### config.mk
export PLATFORM = sky130hd
export DESIGN_NAME = imul_share_arbiter
export DESIGN_NICKNAME = d
export VERILOG_FILES = /design/src/rtl/imul_share_arbiter.sv
export SDC_FILE = /design/constraint.sdc
export NUM_CORES = 1
export LEC_CHECK = 0
export ABC_AREA = 1
export BUFFER_PORTS_ARGS = -buffer_cell sky130_fd_sc_hd__clkbuf_2
export CAP_MARGIN = 20
export CORE_AREA = 2 2 159 161
export DETAILED_ROUTE_END_ITERATION = 16
export DIE_AREA = 0 0 161 163
export PLACE_DENSITY_LB_ADDON = 0.05
export SLEW_MARGIN = 20
export SYNTH_ARGS = -nofsm -noshare
export SYNTH_HDL_FRONTEND = slang
export SYNTH_SLANG_ARGS = --single-unit
### constraint.sdc
create_clock -name clk -period 1.8 [get_ports clk]
set_input_delay 0.18 -clock clk [delete_from_list [all_inputs] [get_ports clk]]
set_output_delay 0.18 -clock clk [all_outputs]
set_load 0.01 [all_outputs]
### src/rtl/imul_share_arbiter.sv
// imul_share_arbiter: round-robin sharing of one iterative multiplier among p_nreqs requesters
//   clk, reset (sync, active-low)
//   req_val/req_rdy/req_msg    : per-requester {op_a, op_b} request streams
//   resp_val/resp_rdy/resp_msg : per-requester response handshakes, shared 32-bit result
//   mul_req_*/mul_resp_*       : stream interface to the single shared multiplier
//   busy                       : any state other than IDLE
//   owner                      : index of the current grant holder
module imul_share_arbiter #(
    parameter int p_nreqs = 4,
    localparam int c_owner_nbits = (p_nreqs > 1) ? $clog2(p_nreqs) : 1
) (
    input  logic                     clk,
    input  logic                     reset,
    input  logic [p_nreqs-1:0]       req_val,
    output logic [p_nreqs-1:0]       req_rdy,
    input  logic [64*p_nreqs-1:0]    req_msg,
    output logic [p_nreqs-1:0]       resp_val,
    input  logic [p_nreqs-1:0]       resp_rdy,
    output logic [31:0]              resp_msg,
    output logic                     mul_req_val,
    input  logic                     mul_req_rdy,
    output logic [63:0]              mul_req_msg,
    input  logic                     mul_resp_val,
    output logic                     mul_resp_rdy,
    input  logic [31:0]              mul_resp_msg,
    output logic                     busy,
    output logic [c_owner_nbits-1:0] owner
);
    typedef enum logic [1:0] {IDLE, ISSUE, WAIT, RESP} state_t;

    state_t                   state, state_next;
    logic [c_owner_nbits-1:0] rr_ptr, grant;
    logic                     grant_val;
    logic [63:0]              msg;
    logic [31:0]              result;
    int                       idx;

    // Scan downward from rr_ptr+p_nreqs-1 so the last hit, i.e. the one
    // closest to rr_ptr, wins; indices wrap without needing a power of two.
    always_comb begin
        grant_val = 1'b0;
        grant     = '0;
        idx       = 0;
        for (int i = p_nreqs - 1; i >= 0; i--) begin
            idx = int'(rr_ptr) + i;
            if (idx >= p_nreqs) idx = idx - p_nreqs;
            if (req_val[idx]) begin
                grant_val = 1'b1;
                grant     = c_owner_nbits'(idx);
            end
        end
    end

    always_comb begin
        state_next = state;
        case (state)
            IDLE:  state_next = grant_val ? ISSUE : IDLE;
            ISSUE: state_next = mul_req_rdy ? WAIT : ISSUE;
            WAIT:  state_next = mul_resp_val ? RESP : WAIT;
            RESP:  state_next = resp_rdy[owner] ? IDLE : RESP;
        endcase
    end

    always_ff @(posedge clk) begin
        if (!reset) begin
            state  <= IDLE;
            rr_ptr <= '0;
            owner  <= '0;
            msg    <= '0;
            result <= '0;
        end else begin
            state <= state_next;
            if (state == IDLE && grant_val) begin
                msg   <= req_msg[64*int'(grant) +: 64];
                owner <= grant;
            end
            if (state == WAIT && mul_resp_val) result <= mul_resp_msg;
            if (state == RESP && resp_rdy[owner])
                rr_ptr <= (owner == c_owner_nbits'(p_nreqs - 1)) ? '0 : owner + c_owner_nbits'(1);
        end
    end

    assign req_rdy      = (state == IDLE && grant_val) ? p_nreqs'(1) << grant : '0;
    assign resp_val     = (state == RESP) ? p_nreqs'(1) << owner : '0;
    assign resp_msg     = result;
    assign mul_req_val  = state == ISSUE;
    assign mul_req_msg  = msg;
    assign mul_resp_rdy = state == WAIT;
    assign busy         = state != IDLE;
endmodule
==> reports/results.txt <==
Hold Slack: 0.0630 ns
Pwr Total: 8.45 mW
max-slew violation count: 0
Core ar.: 0.0247 sq mm
leakage power: 6.80 nW
IO Count: 409
worst setup margin: -0.206 ns
Fin Setup TNS: -6.72 ns
drt drc: 0
met1 WL: 13800 um
post-synthesis sequential area ratio: 27.9%
largest net degree at the start of global routing: 43
row count: 58
Ys Warns: 0
Num CTS Buffers: 9
Congestion Overflow GR: 0
worst r2r path cells: 16
period utilisation layout: 111%
Min-Delay Path Class: input pin to flop
routed vias/inst: 4.58
Highest Signal Layer: met5
Synth area leader: dfxtp_1
Pwr Density: 740 mW/mm^2
Tmin final: 2.01 ns
first drt pass iteration count: 7
top cell type's share of synthesized area: 27.9%
die width: 161 um
Vias: 9386
Max Fanout on Critical Path: 5
clk sinks: 102
non-filler instance count after layout: 2050
top-count cell post-synth: nand3_1
pre-CTS WS: -0.103 ns
Routed Antenna Nets: 0
Rel. slew slack: 72.4%
CTS Buffer Depth: 2
failing checks: setup timing
Hold Crit Depth: 3
initial antenna violation count: 2
clock slew at reported path FFs: 0.08 ns
Nets: 2018
Max VDD drop: 0.430 mV
metal3 WL: 2160 um
net count after synthesis: 1587
Worst Max-Slew Pin Slew: 0.412 ns
RSZ-0062 raised after global routing: yes
# placed instances: 1994
CP endpoint kind: output port
clk_skew: 0.00827 ns
synthesized area: 0.00732 sq mm
status: finished, violations left
Setup CP Type: flop to output port
worst skew pair latency: 0.36 ns
R2R setup slack: -0.17 ns
Unique masters post-synth: 24
WL final: 32100 um
Iter 0 DRT Violations: 560
CP arrival: 1.83 ns
IO Port Bufs: 408
hold worst-path end: resp_msg[2]$_SDFFE_PN0P_
ranking of synthesized cells by area: dfxtp_1 28%, nand3_1 20%, inv_1 14%
FF-to-FF Start: rr_ptr[0]$_SDFFE_PN0P_
hold buffers post-CTS: 0
fmax: 0.499 GHz
layout cell share with drive strength beyond 1: 33.6%
met2 routed WL: 15400 um
Worst Hold Launch: mul_resp_msg[2]
syn_area_per_cell: 5.70 sq um
routability cong.: 0.857
critical path data required time: 1.62 ns
CTS tree: built
#FFs+latches synth: 102
area grow syn2layout: 56.1%
Final setup viols: 68
Max H-tree Level: 3
initial core utilization: 29.7%
top post-synthesis cells by count: 297 x nand3_1, 274 x inv_1, 252 x nand2_1
Synth Instances: 1283
final number of hold-violating endpoints: 0
CTS Root Cell: clkbuf_16
max-cap violations: 0
Post-synth ARST share: 0%
Die Y-Extent: 163 um
DR WL/cell: 15.6 um
Most used DFF post-synth: dfxtp_1
total global-route track usage: 23.0%
Post-synth EDFFs: 0
die footprint: 0.0262 sq mm
type of origin of the critical path: flop
post-detail-place hpwl: 21700 um
first-pass GRT wire length: 47600 um
number of global-route vias before repair: 8802
Critical R2R Capture: mul_req_msg[59]$_SDFFE_PN0P_
[worst max-delay path, stage by stage (launching register included)]
cell and delay (ns):
dfxtp_2 0.34, buf_6 0.14, nand2_4 0.08, nand3_2 0.09, nand2_2 0.07, inv_2 0.05, nand2_2 0.08, nand3_4 0.13
nand2_8 0.12, buf_12 0.11, nand2_4 0.04, nor2_1 0.08, buf_2 0.13
[flip-flops by register name, summed over array words and instances (netlist names)]
signal,cells
mul_req_msg,64
resp_msg,32
owner,2
rr_ptr,2
state,2
[power breakdown]
| group | total (mW) | internal, mW | switching [mW] | leakage [nW] |
|---|---|---|---|---|
| clock network | 1.99 | 0.971 | 1.02 | 0.140 |
| registers | 2.71 | 2.54 | 0.171 | 0.842 |
| logic | 3.75 | 1.73 | 2.01 | 5.82 |
[through the flow]
step                      util [%]  cell area, sq um
final                         46.3             11400
after global routing          46.3             11400
after CTS                     44.7             11000
after detailed placement      41.1             10100
after global placement        41.1             10100
after floorplan                  -              7320
[layer usage]
| layer | GRT usage [%] | vias to the layer above |
|---|---|---|
| met5 | 0 | - |
| met2 | 40.4 | 343 |
| met4 | 5.93 | 2 |
| li1 | - | 4796 |
| met3 | 4.91 | 42 |
| met1 | 28.8 | 4203 |
[repair_timing]
action | CTS | global route
pin swaps | 20 | 16
gates resized for setup | 54 | 49
gates cloned | 10 | 8
endpoints found under the setup margin | 68 | 70
setup buffers | 19 | 4
[worst max-delay path by stage]
stage,depth (start not counted),endpoint,from,slack (ns)
final,12,req_rdy[1],rr_ptr[0]$_SDFFE_PN0P_,-0.21
after global routing,16,mul_req_msg[53]$_SDFFE_PN0P_,rr_ptr[0]$_SDFFE_PN0P_,-0.29
after CTS,10,req_rdy[0],rr_ptr[0]$_SDFFE_PN0P_,-0.20
after detailed placement,12,req_rdy[3],rr_ptr[0]$_SDFFE_PN0P_,-0.10
after global placement,12,req_rdy[3],rr_ptr[0]$_SDFFE_PN0P_,-0.08
after floorplan,10,req_rdy[1],rr_ptr[0]$_SDFFE_PN0P_,0.05
[logic make-up (layout without fill, tap and decap cells)]
kind of cell | Yosys count | count (layout) | share of synthesized area (%)
DFF | 102 | 102 | 27.9
adders and majority gates | 4 | 4 | 0.684
AOI/OAI and AO/OA | 46 | 46 | 3.42
and+or+nand+nor | 762 | 762 | 47.7
buffers and inverters | 369 | 805 | 20.3
other | 0 | 1 | 0
[cell type report]
type | instances | area [sq um]
inverter | 278 | 1050
fill | 2716 | 13300
antenna | 1 | 2.50
timing repair buffer | 511 | 3590
clock inverter | 7 | 63.8
tap | 330 | 413
clock buffer | 9 | 225
sequential | 102 | 2040
multi-input combinational | 812 | 4030
[placed cells by master (no fill, tap or decap), drive strengths merged]
cell type	count
clkbuf	421
nand3	299
inv	281
nand2	253
nor2	145
dfxtp	102
buf	98
nand3b	64
a21oi	36
o21ai	5
ha	4
clkinv	3
o2111ai	2
diode	1
o211ai	1
o22a	1
or2	1
a211oi	1
clkinvlp	1
bufbuf	1
(Power assumes the default switching activity.)
